## src/rtl/enc16_rr.sv

```systemverilog
// Registered 16-to-4 request encoder: latches request lines into a pending
// mask and issues one encoded index per handshake, round-robin or fixed priority.
module enc16_rr #(
  parameter int unsigned N  = 16,
  parameter int unsigned IW = 4,
  parameter int unsigned RR = 1
) (
  input  logic          clk,
  input  logic          rst,
  input  logic          en,
  input  logic [N-1:0]  req,
  input  logic          out_ready,
  output logic          out_valid,
  output logic [IW-1:0] out_idx,
  output logic [N-1:0]  pending,
  output logic          busy
);

  typedef enum logic {
    IDLE  = 1'b0,
    ISSUE = 1'b1
  } state_t;

  state_t        state;
  state_t        state_nx;
  logic [IW-1:0] ptr;
  logic [IW-1:0] ptr_nx;
  logic [IW-1:0] idx_nx;
  logic [IW-1:0] sel_idx;
  logic [N-1:0]  served;
  logic [N-1:0]  cand;
  logic [N-1:0]  pending_nx;
  logic          fire;
  logic          load;

  // The FSM state register doubles as the valid flag.
  assign out_valid = (state == ISSUE);
  assign busy      = out_valid | (|pending);

  // The accepted line drops out of the candidate set this cycle.
  assign fire   = out_valid & out_ready;
  assign served = fire ? (N'(1) << out_idx) : '0;
  assign cand   = pending & ~served;

  // Priority pick: scan from ptr with wrap (round-robin) or from line 0 (fixed).
  always_comb begin
    logic [IW-1:0] pos;
    logic          found;
    sel_idx = '0;
    found   = 1'b0;
    pos     = '0;
    for (int unsigned i = 0; i < N; i++) begin
      pos = (RR != 0) ? IW'(ptr + IW'(i)) : IW'(i);
      if (!found && cand[pos]) begin
        sel_idx = pos;
        found   = 1'b1;
      end
    end
  end

  // Next-state and next-output decode; held index is never re-selected under backpressure.
  always_comb begin
    state_nx   = state;
    idx_nx     = out_idx;
    ptr_nx     = ptr;
    load       = 1'b0;
    pending_nx = cand | (en ? req : '0);
    case (state)
      IDLE: begin
        if (|cand) begin
          load     = 1'b1;
          state_nx = ISSUE;
        end
      end
      ISSUE: begin
        if (out_ready) begin
          if (|cand) load = 1'b1;
          else       state_nx = IDLE;
        end
      end
      default: state_nx = IDLE;
    endcase
    if (load) begin
      idx_nx = sel_idx;
      if (RR != 0) ptr_nx = IW'(sel_idx + IW'(1));
    end
  end

  // State, index, pointer and pending registers with synchronous reset.
  always_ff @(posedge clk) begin
    if (rst) begin
      state   <= IDLE;
      out_idx <= '0;
      ptr     <= '0;
      pending <= '0;
    end else begin
      state   <= state_nx;
      out_idx <= idx_nx;
      ptr     <= ptr_nx;
      pending <= pending_nx;
    end
  end

endmodule

```

## config.mk

```make
export PLATFORM = sky130hd
export DESIGN_NAME = enc16_rr
export DESIGN_NICKNAME = d
export VERILOG_FILES = /design/src/rtl/enc16_rr.sv
export SDC_FILE = /design/constraint.sdc
export NUM_CORES = 1
export LEC_CHECK = 0
export CORE_MARGIN = 5
export CORE_UTILIZATION = 42
export DETAILED_ROUTE_END_ITERATION = 8
export PLACE_DENSITY_LB_ADDON = 0.25
export REMOVE_ABC_BUFFERS = 1
export SLEW_MARGIN = 5
export SYNTH_ARGS = -nofsm -noshare
export SYNTH_HDL_FRONTEND = slang
export SYNTH_SLANG_ARGS = --single-unit
```

## constraint.sdc

```tcl
create_clock -name clk -period 5.4 [get_ports clk]
set_input_delay 0.81 -clock clk [delete_from_list [all_inputs] [get_ports clk]]
set_output_delay 0.81 -clock clk [all_outputs]
set_load 0.01 [all_outputs]
```

* After elaboration in Yosys (flattened, before gate mapping) *
Cells that the tools add are included.

cells by class
  $add $sub $neg = 16
  $lt $le $gt $ge = 16
  shift-type cells = 1
  muxes and demuxes = 70
  bitwise operators = 6
  reductions and logical operators = 32

operators by type and width
  operator                                             number
  < comparator 4 x 5 -> 1 bit (second input constant)  16
  binary-select mux 1 bit (select 4 bit)               16
  two-way mux 4 bit                                    16
  two-way mux 1 bit                                    34
  adder 4 bit (second input constant)                  8
  two-way mux 16 bit                                   2
  OR reduction 16 bit                                  2
  adder 4 x 3 -> 4 bit (second input constant)         4
  bitwise AND 16 bit                                   1
  inverter 16 bit                                      1
  OR 16 bit                                            1
  << shifter 1 x 4 -> 16 bit (first input constant)    1
  logical AND 1 bit                                    15
  logical NOT 1 bit                                    15
  adder 4 x 1 -> 4 bit (second input constant)         2
  adder 4 x 2 -> 4 bit (second input constant)         2
  case mux 1 bit (2 select lines)                      2
  bitwise AND 1 bit                                    1
  inverter 1 bit                                       1
  OR 1 bit                                             1

word-level totals
  bits in registers = 25
  input port bits = 20
  output and inout bits = 22
  word-level logic and storage cells = 145

* Depth between registers and ports, before layout *
  word-level depth = 53
  depth in mapped cells = 18
  mapped depth without buffers = 15

* Least setup slack after synthesis *
OpenSTA, ideal clock, no wires.

  kind = reg2reg
  from = reg ptr[1]
  to = reg ptr[2]
  setup time = 0.086 ns
  arrival time = 4.668 ns
  required time = 5.314 ns
  slack = 0.647 ns
  stages on the path, launching flop included = 18
  path buffers = 4
  clock period less this slack = 4.753 ns
  cell sequence = dfxtp_1 > clkbuf_1 > clkinv_1 > clkbuf_1 > ha_1 > clkbuf_1 > mux4_2 > mux2_2 > and3b_1 > buf_2 > nand2_1 > o22a_1 > a211o_1 > a21bo_1 > and2_1 > ha_1 > xnor2_1 > a211oi_1

on the way
  longest elaborated chain between the ends = 49
  elaborated cells on any way between the ends = 109
  those cells by class = 16 x add/sub; 63 x mux; 30 x reduce/logical

ends and longest elaborated chain
  what                                                                           line  source
  start: declaration                                                             26    logic [IW-1:0] ptr;
  start signal: assignment                                                       99    ptr <= ptr_nx;
  parallel branches: the longest is 47 deep, another holds adder 4 x 1 -> 4 bit  --
  two-way mux 4 bit *                                                            54    if (!found && cand[pos]) begin
  via sel_idx[1]                                                                 29    logic [IW-1:0] sel_idx;
  adder 4 x 1 -> 4 bit *                                                         85    if (RR != 0) ptr_nx = IW'(sel_idx + IW'(1));

Mark *: on every way through the listed nets, which the timed path passes. The select of a mux whose other input is x is not followed.
A chain may end at the register's enable or synchronous reset.

* Final worst setup path *
  from = in out_ready
  to = reg ptr[2]

on the way
  longest elaborated chain between the ends = 53
  elaborated cells on any way between the ends = 102
  those cells by class = 1 x add/sub; 67 x mux; 3 x bitwise; 31 x reduce/logical

ends and longest elaborated chain
  what                                     line  source
  start: declaration                       12    input logic out_ready,
  bitwise AND 1 bit *                      41    assign fire = out_valid & out_ready;
  two-way mux 16 bit *                     42    assign served = fire ? (N'(1) << out_idx) : '0;
  inverter 16 bit *                        43    assign cand = pending & ~served;
  bitwise AND 16 bit *                     43
  binary-select mux 1 bit (select 4 bit)   54
  two-way mux 1 bit (not written as such)  54
  two-way mux 1 bit                        54
  logical NOT 1 bit                        54
  [... 38 more ...]                        --
  logical NOT 1 bit                        54
  logical AND 1 bit                        54
  two-way mux 1 bit                        54
  logical NOT 1 bit                        54
  logical AND 1 bit                        54
  two-way mux 4 bit *                      54
  via sel_idx[1]                           29
  adder 4 x 1 -> 4 bit *                   85

Mark *: on every way through the listed nets, which the timed path passes. The rest lies on a longest branch. The select of a mux whose other input is x is not followed.

==> impl_metrics.yaml <==
setup_path:
  worst-endpoint-required_ns: 5.57
  crit_type: "in -> reg"
  worstPathMaxFanout: 9
  rrSetupSlack_ns: 0.57
  cp.arrival_ns: 5.02
  reg2regPathDepth: 13
  end_kind: "flop"
  reg2reg_to: "ptr[2]"
  r2r-start: "ptr[1]"
  start_kind: "primary input"
floorplan:
  start_util: 0.4288
  rows: 35
  die_area_sq_mm: 0.01143
  dieWidth_um: 106.9
  io_pins: 42
  die_y_um: 106.9
  core_sq_mm: 0.009196
logic_synthesis:
  synth-simple-area-share: 0.2129
  syn_area_sq_mm: 0.003944
  synthAdderAreaFrac: 0.02538
  synth_top_area_frac: 0.1269
  synth_top_family_by_area: "compound AO/OA/AOI/OAI gates"
  synth_compound_area_frac: 0.2989
  yosys.area_share.xor_xnor: 0.04442
  yosys_warnings: 0
  yosys.area.top_type: "dfxtp_1"
  ys_types: 74
  synthTopCellsByArea: "dfxtp_1 13%, mux4_2 13%, mux2i_1 6.9%, nand2_1 4.9%, mux2_2 4.6%"
  synth_edf_count: 0
  synthMuxAreaShare: 0.2433
  ys_dominant_reg_cell: "dfxtp_1"
  synth_cells: 483
  ys_ff_latch: 25
  avgSynthCellArea_sq_um: 8.165
  synthArstFlopShare: 0
  synth-seq-area-share: 0.1269
run_status:
  outcome: "finished, final reports clean"
global_routing:
  grt_max_degree: 27
  grt_pass1_vias: 4157
  antenna_found_initial: 0
  grt_pass1_wl_um: 21950
  track_usage: 0.2364
  grt.overflow.total: 0
cts:
  ctsHoldBuffers: 0
  cts_setup_buffers: 0
  clk_latency_ns: 0.27
  cts-root-buf: "clkbuf_8"
  cts_buffers: 3
  h-tree-depth: 1
  cts_tree: "yes"
  cts_buffer_depth: 2
  clk_pin_slew_worst_paths_ns: 0.09
  cts_resized: 0
  clock_sinks: 25
worst_hold_path:
  holdPathEnd: "pending[4]"
  hp-start: "pending[4]"
  min_path_type: "reg -> reg"
  holdPathStages: 2
pwr:
  p_leak_nw: 1.614
  vdd_drop_max_mv: 0.3015
  power_per_cell_area_mw_per_mm2: 701.0
job:
  maxCapViolCount: 0
route:
  drc: 0
  wl_per_cell_um: 21.68
  final_antenna_net_count: 0
  num_vias: 4264
  via_per_inst: 6.844
  drt_pass1_iterations: 6
  first_iter_violations: 419
  wl_um: 13510
placed_design:
  place_congestion: 0.9465
  port_buffers: 41
  dp_hpwl_um: 10640
  dp.cells: 619
timing:
  fin_crit_sh: 0.8984
  period_needed_ns: 4.852
  tns_ns: 0
  fmax_mhz: 206.1
  hold_viol_final: 0
  maxSlewViolCount: 0
  setup_viol_count_final: 0
  clock_skew_ns: 0.004018
  slew_headroom: 0.3394
  rsz0062_at_grt: "no"
  tightestPinTransition_ns: 0.9895
final_layout:
  layout_commonest_cell: "nand2_1"
  final_cells: 623
  num_antenna_cells: 0
  final_cell_mix: "51 x nand2_1, 41 x clkdlybuf4s50_1, 40 x nor2_1"
  drive_above_1_share: 0.1602
  fin_nets: 541
  area_growth_pct: 14.15
-- cell usage after synthesis, types with 9 or more instances --
| cell type | number |
|---|---|
| o21ai_0 | 31 |
| mux2_2 | 16 |
| clkbuf_1 | 16 |
| nand2_1 | 51 |
| mux2i_1 | 27 |
| xnor2_1 | 10 |
| a21oi_1 | 34 |
| nor2_1 | 40 |
| o22ai_1 | 10 |
| mux4_2 | 22 |
| a32oi_1 | 10 |
| dfxtp_1 | 25 |
| nor3_1 | 9 |
-- worst max-delay path, stage by stage --
cell             delay [ns]
clkdlybuf4s50_1        0.62
nand4bb_1              0.33
o31a_1                 0.37
mux4_2                 0.51
mux2_2                 0.34
and3b_1                0.41
nand2_1                0.20
o22a_1                 0.25
a211o_1                0.28
a21bo_1                0.22
and2_1                 0.16
ha_1                   0.20
xnor2_1                0.12
a211oi_1               0.21
-- flip-flops by register name (all words and copies together) (netlist names) --
| signal | flops |
|---|---|
| out_idx | 4 |
| out_valid | 1 |
| pending | 16 |
| ptr | 4 |
-- logic make-up (layout without fill, tap and decap cells) --
group / after synthesis / count (layout)
AOI/OAI and AO/OA: 168 / 168
muxes: 66 / 66
DFF: 25 / 25
adders and majority gates: 8 / 8
and+or+nand+nor: 157 / 157
buffers and inverters: 42 / 71
xor gates and xnor gates: 17 / 17
-- worst max-delay path by stage --
stage	start	endpoint	slack, ns
3_5_place_dp	out_ready	ptr[2]	0.33
6_report	out_ready	ptr[2]	0.55
2_1_floorplan	ptr[1]	ptr[2]	0.45
3_3_place_gp	out_ready	ptr[2]	0.43
5_1_grt	ptr[1]	ptr[2]	0.15
4_1_cts	out_ready	ptr[2]	0.60
-- through the flow --
| step | utilization | hold slack, ns | cell area, sq um | power [mW] | setup slack, ns |
|---|---|---|---|---|---|
| after floorplan | - | 0.5486 | 3795 | 2.236 | 0.4540 |
| after global placement | 0.4846 | 0.5746 | 4457 | 2.979 | 0.4281 |
| after detailed placement | 0.4846 | 0.5790 | 4457 | 2.972 | 0.3293 |
| after CTS | 0.4895 | 0.5986 | 4502 | 3.097 | 0.5957 |
| after global routing | 0.4895 | 0.6377 | 4502 | 3.396 | 0.1521 |
| final | 0.4895 | 0.6012 | 4502 | 3.156 | 0.5485 |
-- report_power, final --
| part | total [mW] | internal [mW] | switching [mW] |
|---|---|---|---|
| clock | 0.112 | 0.0528 | 0.0589 |
| combinational | 2.72 | 1.13 | 1.59 |
| sequential | 0.321 | 0.219 | 0.102 |
| total | 3.16 | 1.40 | 1.75 |
-- area by class of cell --
cell class                 instances  area (sq um)
sequential                        25         500.5
multi-input combinational        416          3253
tap                              111         138.9
clock buffer                       4         45.04
timing repair buffer              56         523.0
inverter                          11         41.29
fill                             907          4695
-- layer usage --
layer | vias up | GRT usage | routed length, um
li1 | 1974 | - | -
met1 | 2010 | 0.3249 | 5772
met2 | 242 | 0.3880 | 6274
met3 | 38 | 0.01686 | 919
met4 | 0 | 0.09041 | 539
met5 | - | 0 | 0
Note: power is estimated with default switching activity, not from simulation.
